## src/rtl/axil_cfg_master.sv

```systemverilog
`default_nettype none
// +----------------------------------------------------------------------+
// | Module   : axil_cfg_master                                           |
// | Purpose  : Single-outstanding AXI4-Lite initiator. Converts a simple |
// |            request/response command into one cfg_* bus transaction,  |
// |            returning read data, response code and a timeout flag.    |
// | Revision : 1.0 - initial release                                     |
// +----------------------------------------------------------------------+
module axil_cfg_master #(
   parameter int          ADDR_W         = 32,
   parameter int unsigned TIMEOUT_CYCLES = 1024,
   parameter int          TO_W           = 16
) (
   input  logic              clk_i,
   input  logic              rst_i,
   // command side
   input  logic              req_valid_i,
   output logic              req_ready_o,
   input  logic              req_write_i,
   input  logic [ADDR_W-1:0] req_addr_i,
   input  logic [31:0]       req_wdata_i,
   input  logic [3:0]        req_wstrb_i,
   // response side
   output logic              resp_valid_o,
   input  logic              resp_ready_i,
   output logic [31:0]       resp_rdata_o,
   output logic [1:0]        resp_code_o,
   output logic              resp_timeout_o,
   // write address channel
   output logic              cfg_awvalid_o,
   input  logic              cfg_awready_i,
   output logic [ADDR_W-1:0] cfg_awaddr_o,
   // write data channel
   output logic              cfg_wvalid_o,
   input  logic              cfg_wready_i,
   output logic [31:0]       cfg_wdata_o,
   output logic [3:0]        cfg_wstrb_o,
   // write response channel
   input  logic              cfg_bvalid_i,
   output logic              cfg_bready_o,
   input  logic [1:0]        cfg_bresp_i,
   // read address channel
   output logic              cfg_arvalid_o,
   input  logic              cfg_arready_i,
   output logic [ADDR_W-1:0] cfg_araddr_o,
   // read data channel
   input  logic              cfg_rvalid_i,
   output logic              cfg_rready_o,
   input  logic [31:0]       cfg_rdata_i,
   input  logic [1:0]        cfg_rresp_i
);

   // Timeout disabled when TIMEOUT_CYCLES is zero. The counter starts at 0
   // on state entry, so the abort fires on the cycle the count equals
   // TIMEOUT_CYCLES-1, i.e. after exactly TIMEOUT_CYCLES wait cycles.
   localparam bit              TO_EN    = (TIMEOUT_CYCLES != 0);
   localparam int unsigned     TO_LIMIT = TO_EN ? (TIMEOUT_CYCLES - 1) : 0;
   localparam logic [TO_W-1:0] TO_LAST  = TO_W'(TO_LIMIT);
   localparam logic [TO_W-1:0] TO_ONE   = TO_W'(1);
   localparam logic [1:0]      RESP_SLVERR = 2'b10;

   typedef enum logic [2:0] {
      ST_IDLE = 3'd0,
      ST_WR   = 3'd1,
      ST_WR_B = 3'd2,
      ST_RD_A = 3'd3,
      ST_RD_R = 3'd4,
      ST_RESP = 3'd5
   } state_t;

   state_t            state_q,        state_d;
   logic              req_ready_q,    req_ready_d;
   logic              resp_valid_q,   resp_valid_d;
   logic [31:0]       resp_rdata_q,   resp_rdata_d;
   logic [1:0]        resp_code_q,    resp_code_d;
   logic              resp_timeout_q, resp_timeout_d;
   logic              awvalid_q,      awvalid_d;
   logic [ADDR_W-1:0] awaddr_q,       awaddr_d;
   logic              wvalid_q,       wvalid_d;
   logic [31:0]       wdata_q,        wdata_d;
   logic [3:0]        wstrb_q,        wstrb_d;
   logic              bready_q,       bready_d;
   logic              arvalid_q,      arvalid_d;
   logic [ADDR_W-1:0] araddr_q,       araddr_d;
   logic              rready_q,       rready_d;
   logic [TO_W-1:0]   to_cnt_q,       to_cnt_d;

   logic w_wait_state;
   logic w_to_expire;
   logic w_aw_done;
   logic w_w_done;
   logic w_abort;

   assign w_wait_state = (state_q == ST_WR)   || (state_q == ST_WR_B) ||
                         (state_q == ST_RD_A) || (state_q == ST_RD_R);
   assign w_to_expire  = TO_EN && w_wait_state && (to_cnt_q == TO_LAST);
   // A channel is done once its valid has been accepted; the valid register
   // is low in WR only after its handshake.
   assign w_aw_done    = !awvalid_q || cfg_awready_i;
   assign w_w_done     = !wvalid_q  || cfg_wready_i;

   // State register and all registered outputs
   always_ff @(posedge clk_i) begin
      if (rst_i) begin
         state_q        <= ST_IDLE;
         req_ready_q    <= 1'b1;
         resp_valid_q   <= 1'b0;
         resp_rdata_q   <= '0;
         resp_code_q    <= '0;
         resp_timeout_q <= 1'b0;
         awvalid_q      <= 1'b0;
         awaddr_q       <= '0;
         wvalid_q       <= 1'b0;
         wdata_q        <= '0;
         wstrb_q        <= '0;
         bready_q       <= 1'b0;
         arvalid_q      <= 1'b0;
         araddr_q       <= '0;
         rready_q       <= 1'b0;
         to_cnt_q       <= '0;
      end else begin
         state_q        <= state_d;
         req_ready_q    <= req_ready_d;
         resp_valid_q   <= resp_valid_d;
         resp_rdata_q   <= resp_rdata_d;
         resp_code_q    <= resp_code_d;
         resp_timeout_q <= resp_timeout_d;
         awvalid_q      <= awvalid_d;
         awaddr_q       <= awaddr_d;
         wvalid_q       <= wvalid_d;
         wdata_q        <= wdata_d;
         wstrb_q        <= wstrb_d;
         bready_q       <= bready_d;
         arvalid_q      <= arvalid_d;
         araddr_q       <= araddr_d;
         rready_q       <= rready_d;
         to_cnt_q       <= to_cnt_d;
      end
   end

   // Next-state and next-output logic for the transaction sequencer
   always_comb begin
      state_d        = state_q;
      req_ready_d    = req_ready_q;
      resp_valid_d   = resp_valid_q;
      resp_rdata_d   = resp_rdata_q;
      resp_code_d    = resp_code_q;
      resp_timeout_d = resp_timeout_q;
      awvalid_d      = awvalid_q;
      awaddr_d       = awaddr_q;
      wvalid_d       = wvalid_q;
      wdata_d        = wdata_q;
      wstrb_d        = wstrb_q;
      bready_d       = bready_q;
      arvalid_d      = arvalid_q;
      araddr_d       = araddr_q;
      rready_d       = rready_q;
      to_cnt_d       = to_cnt_q;
      w_abort        = 1'b0;

      case (state_q)
         ST_IDLE: begin
            if (req_valid_i && req_ready_q) begin
               req_ready_d    = 1'b0;
               resp_timeout_d = 1'b0;
               if (req_write_i) begin
                  awaddr_d  = req_addr_i;
                  wdata_d   = req_wdata_i;
                  wstrb_d   = req_wstrb_i;
                  awvalid_d = 1'b1;
                  wvalid_d  = 1'b1;
                  state_d   = ST_WR;
               end else begin
                  araddr_d  = req_addr_i;
                  arvalid_d = 1'b1;
                  state_d   = ST_RD_A;
               end
            end
         end

         ST_WR: begin
            // AW and W retire independently; each valid drops after its own
            // handshake and stays low for the rest of the transaction.
            if (awvalid_q && cfg_awready_i) awvalid_d = 1'b0;
            if (wvalid_q  && cfg_wready_i)  wvalid_d  = 1'b0;
            if (w_aw_done && w_w_done) begin
               bready_d = 1'b1;
               state_d  = ST_WR_B;
            end else if (w_to_expire) begin
               w_abort = 1'b1;
            end
         end

         ST_WR_B: begin
            if (cfg_bvalid_i && bready_q) begin
               bready_d     = 1'b0;
               resp_code_d  = cfg_bresp_i;
               resp_rdata_d = '0;
               resp_valid_d = 1'b1;
               state_d      = ST_RESP;
            end else if (w_to_expire) begin
               w_abort = 1'b1;
            end
         end

         ST_RD_A: begin
            if (arvalid_q && cfg_arready_i) begin
               arvalid_d = 1'b0;
               rready_d  = 1'b1;
               state_d   = ST_RD_R;
            end else if (w_to_expire) begin
               w_abort = 1'b1;
            end
         end

         ST_RD_R: begin
            if (cfg_rvalid_i && rready_q) begin
               rready_d     = 1'b0;
               resp_rdata_d = cfg_rdata_i;
               resp_code_d  = cfg_rresp_i;
               resp_valid_d = 1'b1;
               state_d      = ST_RESP;
            end else if (w_to_expire) begin
               w_abort = 1'b1;
            end
         end

         ST_RESP: begin
            // Response held stable until consumed
            if (resp_ready_i) begin
               resp_valid_d = 1'b0;
               req_ready_d  = 1'b1;
               state_d      = ST_IDLE;
            end
         end

         default: begin
            state_d      = ST_IDLE;
            req_ready_d  = 1'b1;
            resp_valid_d = 1'b0;
            awvalid_d    = 1'b0;
            wvalid_d     = 1'b0;
            bready_d     = 1'b0;
            arvalid_d    = 1'b0;
            rready_d     = 1'b0;
         end
      endcase

      // Abort: release every bus handshake and report a synthetic SLVERR
      if (w_abort) begin
         awvalid_d      = 1'b0;
         wvalid_d       = 1'b0;
         bready_d       = 1'b0;
         arvalid_d      = 1'b0;
         rready_d       = 1'b0;
         resp_valid_d   = 1'b1;
         resp_rdata_d   = '0;
         resp_code_d    = RESP_SLVERR;
         resp_timeout_d = 1'b1;
         state_d        = ST_RESP;
      end

      // Wait counter restarts on every state change
      if (TO_EN && w_wait_state && (state_d == state_q)) begin
         to_cnt_d = to_cnt_q + TO_ONE;
      end else begin
         to_cnt_d = '0;
      end
   end

   assign req_ready_o    = req_ready_q;
   assign resp_valid_o   = resp_valid_q;
   assign resp_rdata_o   = resp_rdata_q;
   assign resp_code_o    = resp_code_q;
   assign resp_timeout_o = resp_timeout_q;
   assign cfg_awvalid_o  = awvalid_q;
   assign cfg_awaddr_o   = awaddr_q;
   assign cfg_wvalid_o   = wvalid_q;
   assign cfg_wdata_o    = wdata_q;
   assign cfg_wstrb_o    = wstrb_q;
   assign cfg_bready_o   = bready_q;
   assign cfg_arvalid_o  = arvalid_q;
   assign cfg_araddr_o   = araddr_q;
   assign cfg_rready_o   = rready_q;

endmodule
`default_nettype wire
```

## config.mk

```make
export PLATFORM = sky130hd
export DESIGN_NAME = axil_cfg_master
export DESIGN_NICKNAME = d
export VERILOG_FILES = /design/src/rtl/axil_cfg_master.sv
export SDC_FILE = /design/constraint.sdc
export NUM_CORES = 1
export LEC_CHECK = 0
export BUFFER_PORTS_ARGS = -buffer_cell sky130_fd_sc_hd__buf_2
export CORE_ASPECT_RATIO = 0.7
export CORE_MARGIN = 5
export CORE_UTILIZATION = 48
export CTS_CLUSTER_DIAMETER = 200
export DETAILED_ROUTE_END_ITERATION = 16
export HOLD_SLACK_MARGIN = 0.12
export PLACE_DENSITY_LB_ADDON = 0.12
export REMOVE_ABC_BUFFERS = 1
export SLEW_MARGIN = 5
export SYNTH_ARGS = -nofsm -noshare
export SYNTH_HDL_FRONTEND = slang
export SYNTH_SLANG_ARGS = --single-unit
```

## constraint.sdc

```tcl
create_clock -name clk_i -period 2.55 [get_ports clk_i]
set_input_delay 0.255 -clock clk_i [delete_from_list [all_inputs] [get_ports clk_i]]
set_output_delay 0.255 -clock clk_i [all_outputs]
set_load 0.05 [all_outputs]
```

* Yosys cells after proc, flatten, opt, wreduce, memory -nomap -nowiden
Cells that the tools add are included. Widths: inputs -> output; s select.
Word-level totals: register bits 161, bits in writable memories 0, bits in latches 0, bits in read-only memories 0, output and inout bits 142, memories 0, input port bits 114, word-level logic and storage cells 135
Cells by class: divide/modulo/power cells 0, multiplexer cells 48, equal/unequal tests 21, reductions and logical operators 41, $add $sub $neg 1, order comparisons 0, multipliers 0, bitwise gates (word level) 7, shift-type cells 0
Operators with widths (count):
- $mux 32 | 2
- $pmux 32 s2 | 1
- $mux 1 | 24
- $mux 3 | 7
- $reduce_and 3->1 | 7
- $reduce_or 4->1 | 5
- $pmux 1 s3 | 6
- $pmux 3 s6 | 1
- $add 16x1->16 const B | 1
- $eq 16x10->1 const B | 1
- $reduce_and 4->1 | 4
- $ne 2x1->1 const B | 7
- $logic_and 1x1->1 | 9
- $mux 2 | 4
- $ne 2x2->1 const B | 4
- $pmux 1 s4 | 2
- $not 1->1 | 7
- $eq 3x2->1 const B | 2
- $eq 3x3->1 const B | 2
- $ne 3x2->1 const B | 2
- $reduce_bool 2->1 | 3
- $logic_or 1x1->1 | 5
- $pmux 2 s2 | 1
- $reduce_or 2->1 | 2
- other kinds (8) | 9

* Logic depth before layout (Yosys ltp)
Gate-level depths: netlist (run 1).
word-level depth 13, gate-level depth with buffers 9, gate-level depth less buffers 7

* Least setup slack after synthesis (run 1)
OpenSTA, ideal clock, no wires.
path type reg2reg, start point reg to_cnt_q[0], end point reg resp_rdata_q[10] (netlist: resp_rdata_o[10]), path slack 0.565 ns, required time 2.433 ns, stages on the path, launching flop included 9, arrival time 1.867 ns, cells stage by stage dfxtp_1 > ha_1 > and4_1 > nand4_1 > a311oi_1 > or2_1 > buf_2 > buf_2 > nor2_1
On the way: word-level cells in the longest chain between the ends 6, elaborated cells on any way between the ends 9, classes of those cells 1 x eq/ne; 6 x mux; 2 x reduce/logical
RTL lines:
- start: declaration | RTL line 86 | logic [TO_W-1:0] to_cnt_q, to_cnt_d;
- start signal: assignment | RTL line 137 | to_cnt_q <= to_cnt_d;
- $eq 16x10->1 * | RTL line 96 | assign w_to_expire = TO_EN && w_wait_state && (to_cnt_q == TO_LAST);
- $logic_and 1x1->1 * | RTL line 96
- $mux 1 *
- $mux 1, on equally long branches
- $pmux 1 s4 * | RTL line 161 | case (state_q)
- $reduce_or 2->1 (no line) *
- end signal: assignment | RTL line 125 | resp_rdata_q <= resp_rdata_d;
- end: declaration | RTL line 74 | logic [31:0] resp_rdata_q, resp_rdata_d;
Every way passes the cells marked *; elsewhere a longest branch is shown, timed or not. A chain may end at the register's enable or synchronous reset.

* Worst setup path after layout (run 1)
start point reg state_q[2], end point reg to_cnt_q[1]
On the way: word-level cells in the longest chain between the ends 13, elaborated cells on any way between the ends 28, classes of those cells 6 x eq/ne; 14 x mux; 1 x bitwise; 7 x reduce/logical
RTL lines:
- start: declaration | RTL line 71 | state_t state_q, state_d;
- start signal: assignment | RTL line 122 | state_q <= state_d;
- $eq 3x1->1 or $eq 3x2->1 (tied branches) | RTL line 94, 161
- $logic_or 1x1->1 (2 in series) | RTL line 94 | assign w_wait_state = (state_q == ST_WR) || (state_q == ST_WR_B) ||
- $logic_or 1x1->1 | RTL line 95 | (state_q == ST_RD_A) || (state_q == ST_RD_R);
- $logic_and 1x1->1 | RTL line 96
- $mux 1
- $mux 1, on equally long branches
- $pmux 1 s4 | RTL line 161
- $mux 3 | RTL line 250 | if (w_abort) begin
- $eq 3x3->1 | RTL line 264 | if (TO_EN && w_wait_state && (state_d == state_q)) begin
- $logic_and 1x1->1 * | RTL line 264
- $not 1->1 (no line) *
- $reduce_or 2->1 (no line) *
Marked as above.

==> impl_metrics.toml, run 1 <==
[outcome]
status = "finished, final reports clean"

[setup_path]
critPathArrivalTime_ns = 2.69
worstSetupPathType = "reg -> reg"
critPathMaxFanout = 12
crit_required_ns = 2.85
startpoint_type = "register"
cp-end-kind = "register"

[clock_network]
cts_root_buf = "clkbuf_16"
clock_path_buffers = 2
clkLatencyLatePin_ns = 0.41
cts_tree = "done"
htree_levels = 4
cts_made_buffers = 17
clock_sinks = 161
path_clk_slew_ns = 0.06
post-cts-setup-buffer-count = 0

[sta]
finalMaxSlewViolations = 0
setup_viol = 0
holdWs_ns = 0.151
fin_worst_skew_ns = 0.0135
final-hold-violation-count = 0
layout_min_cycle_time_ns = 2.39
relSlewSlack_pct = 55.4
grt_setup_unrepaired = "no"
post-route-period-util_pct = 93.8
fmax_ghz = 0.418
tightest_slew_ns = 0.662

[drt]
wirelength_um = 19100
viasPerCell = 5.09
post_drt_wl_per_cell_um = 15.4
first_pass_iters = 7
postRouteAntennaNets = 0
route.detailed.drc = 0
drt_iter0_drc = 441
route.vias.total = 6313

[power]
leakage_nw = 3.99
power.total_w = 0.00661
sw_frac_of_total_pct = 32.8
max-vdd-ir-drop_v = 0.000542
p_per_area_nw_per_um2 = 722
clockPowerShare_pct = 35.5
p_switching_w = 0.00216
comb_power_share_pct = 23.0
seqPwrFrac_pct = 41.5
intPower_w = 0.00444

[grt]
grt_overflow = 0
antenna_found_initial = 0
grt_pass1_wl_um = 31000
grt_start_max_net_pins = 90
first_global_vias = 6235
grtUsageTotal_pct = 25.2

[synth]
synth_most_common_cell = "nand2_1"
ys_types = 52
synth_common_cells = "nand2_1 (220), dfxtp_1 (161), a21oi_1 (109)"
synth-edff-count = 0
async_flop_share_pct = 0
ys_top_cells_by_area = "dfxtp_1 (53%), nand2_1 (14%), a21oi_1 (9.0%)"
ys_seq_area_share_pct = 53.0
synth_warnings = 0
ys_ff_latch = 161
syn_avg_cell_area_um2 = 8.44
syn_inst = 720
synth_top_area_share_pct = 53.0
synth_top_area_cell = "dfxtp_1"
syn_area_um2 = 6080
synth_flop_cell = "dfxtp_1"

[placed_design]
hpwl_um = 12000
place.gp.congestion = 0.849
place_area_um2 = 7580
io_buffers = 255

[floorplan]
io_pins = 256
die-area_um2 = 15000
die_h_um = 104
fp-row-count = 34
core_region_area_um2 = 12400
die_x_um = 144
start_util_pct = 48.9

[layout]
fin_area_um2 = 9140
syn_to_final_growth_pct = 50.5
drive_gt1_share_pct = 31.0
nets = 1181
diodes = 0

[min_path]
hold_path_class = "in -> reg"

[run]
cap_viol_max_count = 0
==> power groups by stage <==
stage          logic [W]  registers (W)  clock network [W]
4_1_cts          0.00150        0.00274            0.00239
5_1_grt          0.00162        0.00276            0.00250
6_report         0.00152        0.00274            0.00234
3_3_place_gp     0.00137        0.00279                  0
2_1_floorplan   0.000444        0.00322                  0
3_5_place_dp     0.00138        0.00279                  0
==> area by class of cell <==
class / instances / area, µm²
timing repair buffer: 379 / 2540
clock buffer: 18 / 439
clock inverter: 13 / 103
inverter: 2 / 7.51
fill: 939 / 3280
sequential: 161 / 3220
multi-input combinational: 505 / 2630
tap: 162 / 203
==> timing repair <==
item | in CTS | in global routing
endpoints found under the setup margin | 0 | 5
hold buffers | 101 | 0
hold endpoints to repair | 133 | 0
resized for setup | 0 | 1
==> logic make-up after synthesis <==
logic type	after synthesis	synth area share (%)
AO/OA/AOI/OAI	162	15.8
flip-flops	161	53.0
XOR/XNOR	15	2.29
multiplexers	2	0.330
buffers and inverters	54	4.04
adder cells (fa/ha/maj)	1	0.206
AND/OR/NAND/NOR	325	24.3
==> path summary, 6_finish.rpt <==
kind	start	to	slack (ns)	cells past startpoint
max	state_q[2]	to_cnt_q[1]	0.16	7
min	cfg_rdata_i[9]	resp_rdata_o[9]	0.15	3
max reg2reg	state_q[2]	to_cnt_q[1]	0.16	7
min reg2reg	cfg_araddr_o[26]	cfg_araddr_o[26]	0.45	2
==> layer usage <==
layer  share of wire (%)  GRT usage (%)  wire length [µm]
met1                  42           31.9              8100
met2                  47           40.9              9050
met3                 8.0           7.81              1530
met4                 2.1           8.12               406
met5                   0              0                 0
==> flip-flops by register name, indices dropped and copies added (netlist names) <==
name	cells
cfg_araddr_o	32
cfg_arvalid_o	1
cfg_awaddr_o	32
cfg_awvalid_o	1
cfg_bready_o	1
cfg_rready_o	1
cfg_wdata_o	32
cfg_wstrb_o	4
cfg_wvalid_o	1
req_ready_o	1
resp_code_o	2
resp_rdata_o	32
resp_timeout_o	1
resp_valid_o	1
state_q	3
to_cnt_q	16
==> worst max-delay path, cell delays in order, from the launching register on <==
cell and delay, ns:
dfxtp_1 0.56, buf_4 0.22, nor3b_2 0.05, o21ai_0 0.16, nand2_1 0.17, o21ai_0 0.56, o22ai_2 0.29, nor4b_1 0.29
==> cell usage in the layout (no fill, tap or decap), types with 7 or more instances in the layout <==
cell             n
nor2b_1          7
clkbuf_16       17
xor2_1           9
dlygate4sd3_1  101
nor2_1          44
a21oi_1        109
a22oi_1         33
nand2_1        220
buf_2          254
nor3_2           8
dfxtp_1        161
buf_4           18
nand3_1          9
==> stage by stage <==
step | setup TNS, ns | utilization (%) | instances | worst slack, ns
after CTS | 0 | 73.5 | 1240 | 0.162
final | 0 | 73.6 | 1240 | 0.159
after floorplan | -4.15 | - | 668 | -0.287
after detailed placement | 0 | 61.0 | 1108 | 0.170
after global routing | 0 | 73.6 | 1240 | 0.0296
after global placement | 0 | 61.0 | 1108 | 0.224
Note: power is estimated with default switching activity, not from simulation.
==> inputs of run 2 (changes only) <==
--- a/config.mk
+++ b/config.mk
@@ -5,6 +5,7 @@
 export SDC_FILE = /design/constraint.sdc
 export NUM_CORES = 1
 export LEC_CHECK = 0
+export ABC_AREA = 1
 export BUFFER_PORTS_ARGS = -buffer_cell sky130_fd_sc_hd__buf_2
 export CORE_ASPECT_RATIO = 0.7
 export CORE_MARGIN = 5
==> run 2 against run 1 <==
Synthesized area is 0.66% lower; routed wire length is 1.0% lower; via count is 0.43% lower; clock power is 5% higher; setup slack better by 0.20 ns; synthesized cell count is 6.9% higher; fmax is 9.4% higher; clock skew is 0.0014 ns lower; critical path depth is 3 higher; global-route usage is 0.15 points lower.
==> impl_metrics.toml, run 2 <==
[power]
leakage_nw = 4.43
p_per_area_nw_per_um2 = 861
power.total_w = 0.00775
max-vdd-ir-drop_v = 0.000611

[min_path]
holdPathStages = 5
hold_path_class = "in -> reg"
hold_start = "cfg_bresp_i[0]"
holdPathEnd = "resp_code_o[0]"

[sta]
layout_min_cycle_time_ns = 2.19
final-hold-violation-count = 0
tns_ns = 0
finalMaxSlewViolations = 0
relSlewSlack_pct = 66.1
fin_worst_skew_ns = 0.0121
post-route-period-util_pct = 85.7
tightest_slew_ns = 0.508
setup_viol = 0
grt_setup_unrepaired = "no"
holdWs_ns = 0.230
fmax_ghz = 0.457

[floorplan]
fp-row-count = 34
die_h_um = 104
start_util_pct = 48.8
core_region_area_um2 = 12400
io_pins = 256
die-area_um2 = 15000
die_x_um = 144

[synth]
ys_ff_latch = 161
synth_flop_cell = "dfxtp_1"
ys_top_cells_by_area = "dfxtp_1 (53%), nor2_1 (16%), o21ai_0 (8.3%)"
synth-edff-count = 0
ys_seq_area_share_pct = 53.4
syn_inst = 770
synth_top_area_cell = "dfxtp_1"
synth_most_common_cell = "nor2_1"
async_flop_share_pct = 0
syn_avg_cell_area_um2 = 7.84
synth_top_area_share_pct = 53.4
synth_warnings = 0
syn_area_um2 = 6040
synth_common_cells = "nor2_1 (261), dfxtp_1 (161), o21ai_0 (100)"
ys_types = 32

[clock_network]
htree_levels = 4
path_clk_slew_ns = 0.06
cts_made_buffers = 17
clock_sinks = 161
post_cts_resized = 0
ctsHoldBuffers = 101
clock_path_buffers = 2
cts_tree = "done"
clkLatencyLatePin_ns = 0.42
cts_root_buf = "clkbuf_16"
post-cts-setup-buffer-count = 0

[grt]
first_global_vias = 6026
antenna_found_initial = 1
grt_overflow = 0
grt_start_max_net_pins = 81
grt_pass1_wl_um = 30300
grtUsageTotal_pct = 25.1

[placed_design]
place_area_um2 = 7420
io_buffers = 255
place.gp.congestion = 0.901
hpwl_um = 11800

[layout]
register_area_um2 = 3220
nFillCells = 954
drive_gt1_share_pct = 29.1
nets = 1225
syn_to_final_growth_pct = 49.1
mostFrequentLayoutCells = "nor2_1 (261), buf_2 (255), dfxtp_1 (161)"
fin_area_um2 = 9000
final_common_cell = "nor2_1"
multi_input_area_um2 = 2510
diodes = 0

[outcome]
status = "finished, final reports clean"

[setup_path]
path_cells = "inv_2 -> o21ai_0 -> nand2_1 -> nand2_1 -> nor2_2 -> nand2_2 -> nand2_1 -> a21oi_1 -> nand3_2 -> nor2_1"
r2r-start = "state_q[2]"
cp-end-kind = "register"
startpoint_type = "register"
cpMaxStageDelayCell = "dfxtp_1"
r2r_cells = 10
slowest_delay_ns = 0.64
worstReg2RegEnd = "to_cnt_q[3]"
crit_path_frequent_cell = "nand2_1"
critPathMaxFanout = 16
r2r_slack_ns = 0.36
crit_required_ns = 2.89
worstSetupPathType = "reg -> reg"
critPathArrivalTime_ns = 2.53

[run]
cap_viol_max_count = 0

[drt]
post_drt_wl_per_cell_um = 14.7
wirelength_um = 18900
route.vias.total = 6286
first_pass_iters = 5
drt_iter0_drc = 405
route.detailed.drc = 0
postRouteAntennaNets = 0
viasPerCell = 4.89
==> run 2: changes by cell type in the layout (fill, tap and decap cells not counted), sizes merged, moves of 5 or more <==
| cell | delta |
|---|---|
| nand3 | +5 |
| buf | -13 |
| nor3 | -5 |
| nor2 | +233 |
| o21ai | +96 |
| nor4 | -5 |
| nor3b | -5 |
| a21oi | -93 |
| nor2b | -8 |
| nand2 | -156 |
| inv | +23 |
==> run 2: logic make-up (layout without fill, tap and decap cells) <==
group,Yosys count,count (layout),share of synthesized area (%)
XOR/XNOR,14,14,2.03
AO/OA/AOI/OAI,152,152,14.1
flip-flops,161,161,53.4
adder cells (fa/ha/maj),1,1,0.207
AND/OR/NAND/NOR,369,369,25.2
buffers and inverters,73,426,5.12
==> run 2: worst max-delay path: cells and delay by family, from the launching register on <==
family	cells	cell delay, ns
compound gates	2	0.27
buf+inv	1	0.15
flops	1	0.64
simple gates	7	1.05
==> run 2: metal layers <==
metal,up-vias,GRT usage (%),share of wire [%]
met5,-,0,0.069
met4,2,9.81,2.6
met3,45,6.73,7.5
met2,250,39.7,47
met1,2810,32.5,43
li1,3179,-,-
==> run 2: area by class of cell <==
| cell class | instances | share of cell area (%) |
|---|---|---|
| flip-flops and latches | 161 | 35.8 |
| multi-input cells | 536 | 27.9 |
| repair buffers | 366 | 26.5 |
| clock buffers | 19 | 4.92 |
| well taps | 162 | 2.25 |
| clock inverters | 13 | 1.43 |
| inverters | 28 | 1.17 |
==> run 2: through the flow <==
step | std cells | setup slack (ns) | utilization, %
floorplan | 725 | -0.330 | -
global placement | 1152 | 0.473 | 59.9
detailed placement | 1152 | 0.390 | 59.9
CTS | 1285 | 0.370 | 72.7
global route | 1285 | 0.0676 | 72.7
finish | 1285 | 0.363 | 72.7
==> run 2: worst max-delay path by stage <==
| stage | startpoint | to | slack [ns] | cells past startpoint |
|---|---|---|---|---|
| 4_1_cts | state_q[1] | to_cnt_q[0] | 0.37 | 10 |
| 3_5_place_dp | state_q[1] | to_cnt_q[3] | 0.39 | 10 |
| 5_1_grt | state_q[2] | to_cnt_q[3] | 0.07 | 10 |
| 3_3_place_gp | state_q[1] | to_cnt_q[15] | 0.47 | 10 |
| 6_report | state_q[2] | to_cnt_q[3] | 0.36 | 10 |
| 2_1_floorplan | req_ready_o | cfg_awaddr_o[20] | -0.33 | 5 |
==> run 2: power by group <==
| group | switching [W] | internal (W) | leakage (nW) |
|---|---|---|---|
| logic | 0.00173 | 0.000611 | 2.85 |
| registers | 0.000160 | 0.00280 | 1.31 |
| clock network | 0.00106 | 0.00139 | 0.268 |
| total | 0.00295 | 0.00480 | 4.43 |
==> inputs of run 3 (changes only) <==
--- a/config.mk
+++ b/config.mk
@@ -7,7 +7,6 @@
 export LEC_CHECK = 0
 export ABC_AREA = 1
 export BUFFER_PORTS_ARGS = -buffer_cell sky130_fd_sc_hd__buf_2
-export CORE_ASPECT_RATIO = 0.7
 export CORE_MARGIN = 5
 export CORE_UTILIZATION = 48
 export CTS_CLUSTER_DIAMETER = 200
==> run 3 against run 2 <==
Routed wire length about the same; hold slack improved by 0.0013 ns; critical path type unchanged; non-clock buffer count fell by 1; global-route usage grew 0.42 points; critical endpoint is now to_cnt_q[4].
==> impl_metrics.toml, run 3 (synthesis results as in run 2) <==
[clock_network]
clock_sinks = 161
path_clk_slew_ns = 0.05
clock_path_buffers = 2
cts_tree = "done"
htree_levels = 4
post-cts-setup-buffer-count = 0
ctsHoldBuffers = 101
cts_root_buf = "clkbuf_16"
post_cts_resized = 0
clkLatencyLatePin_ns = 0.42
cts_made_buffers = 17

[sta]
holdWs_ns = 0.231
finalMaxSlewViolations = 0
fmax_ghz = 0.464
final-hold-violation-count = 0
layout_min_cycle_time_ns = 2.16
tns_ns = 0
post-route-period-util_pct = 84.6
relSlewSlack_pct = 64.6
tightest_slew_ns = 0.532
grt_setup_unrepaired = "no"
setup_viol = 0
fin_worst_skew_ns = 0.00761

[min_path]
hold_path_class = "in -> reg"
hold_start = "cfg_rresp_i[1]"
holdPathStages = 5
holdPathEnd = "resp_code_o[1]"

[drt]
drt_iter0_drc = 410
wl_met2_um = 8960
route.detailed.drc = 0
first_pass_iters = 6
met3_length_um = 1550
post_drt_wl_per_cell_um = 14.6
viasPerCell = 4.97
wirelength_um = 18900
highest_layer = "met4"
wl_met1_um = 7810
route.vias.total = 6425
postRouteAntennaNets = 0

[setup_path]
path_cells = "inv_2 -> o21ai_0 -> nand2_1 -> nand2_1 -> nor2_2 -> nand2_2 -> nand2_1 -> a21oi_1 -> nand3_2 -> nor2_1"
cpMaxStageDelayCell = "dfxtp_1"
cp-end-kind = "register"
critPathArrivalTime_ns = 2.50
r2r_cells = 10
crit_path_frequent_cell = "nand2_1"
crit_required_ns = 2.89
r2r-start = "state_q[2]"
r2r_slack_ns = 0.39
worstReg2RegEnd = "to_cnt_q[4]"
critPathMaxFanout = 16
worstSetupPathType = "reg -> reg"
slowest_delay_ns = 0.59
startpoint_type = "register"

[power]
p_switching_w = 0.00283
sw_frac_of_total_pct = 36.9
max-vdd-ir-drop_v = 0.000575
leakage_nw = 4.42
comb_power_share_pct = 30.6
p_per_area_nw_per_um2 = 855
clockPowerShare_pct = 30.9
seqPwrFrac_pct = 38.5
intPower_w = 0.00484

[layout]
syn_to_final_growth_pct = 48.8
final_common_cell = "nor2_1"
fin_area_um2 = 8980
nFillCells = 971
fin_util_pct = 72.1
mostFrequentLayoutCells = "nor2_1 (261), buf_2 (255), dfxtp_1 (161)"
drive_gt1_share_pct = 28.6
fin_cells = 1293
multi_input_area_um2 = 2510
register_area_um2 = 3220
diodes = 0
nets = 1224

[floorplan]
start_util_pct = 48.4
core_region_area_um2 = 12500
fp-row-count = 41
die_x_um = 122
die-area_um2 = 14900
io_pins = 256
die_h_um = 122

[grt]
grt_pass1_wl_um = 30300
grtUsageTotal_pct = 25.5
grt_start_max_net_pins = 83
first_global_vias = 6173
antenna_found_initial = 0
grt_overflow = 0

[placed_design]
place.gp.congestion = 0.874
place_area_um2 = 7420
hpwl_um = 11800
dp.cells = 1161
io_buffers = 255

[run]
cap_viol_max_count = 0

[outcome]
status = "finished, final reports clean"
[run 3: cell count changes in the layout (fill, tap and decap cells not counted), sizes merged]
cell and delta:
clkinv -1, inv -4, clkinvlp -3, buf -1
clkbuf +7
[run 3: worst max-delay path by stage]
stage	from	endpoint	slack, ns	depth (start not counted)
floorplan	req_ready_o	cfg_awaddr_o[20]	-0.33	5
global placement	state_q[1]	to_cnt_q[0]	0.48	10
detailed placement	state_q[2]	to_cnt_q[4]	0.43	10
CTS	state_q[2]	to_cnt_q[4]	0.41	10
global route	state_q[2]	to_cnt_q[2]	0.15	10
finish	state_q[2]	to_cnt_q[4]	0.39	10
[run 3: metrics by stage]
stage | total power, W | worst slack, ns
global placement | 0.00520 | 0.475
floorplan | 0.00457 | -0.330
global route | 0.00804 | 0.146
finish | 0.00768 | 0.394
CTS | 0.00770 | 0.407
detailed placement | 0.00521 | 0.432
[run 3: area by class of cell]
cell class / instances / area share, %
inverters: 28 / 1.17
clock buffers: 26 / 5.56
clock inverters: 5 / 0.585
flip-flops and latches: 161 / 35.9
well taps: 172 / 2.40
repair buffers: 365 / 26.5
multi-input cells: 536 / 27.9
[run 3: worst max-delay path: cells and delay by family, from the launching register on]
| kind | cells | cell delay [ns] |
|---|---|---|
| and+or+nand+nor | 7 | 1.07 |
| AOI/OAI and AO/OA | 2 | 0.29 |
| DFF | 1 | 0.59 |
| buffers and inverters | 1 | 0.13 |
[run 3: power by group through the flow]
stage          combinational [W]  clock (W)  sequential (W)
3_3_place_gp             0.00221          0         0.00300
5_1_grt                  0.00252    0.00253         0.00299
4_1_cts                  0.00234    0.00241         0.00295
6_report                 0.00235    0.00238         0.00296
2_1_floorplan           0.000644          0         0.00392
3_5_place_dp             0.00221          0         0.00299
[run 3: per-layer routing]
layer | vias up | track usage, %
li1 | 3174 | -
met1 | 2952 | 30.6
met2 | 257 | 41.3
met3 | 42 | 9.38
met4 | 0 | 10.6
met5 | - | 0
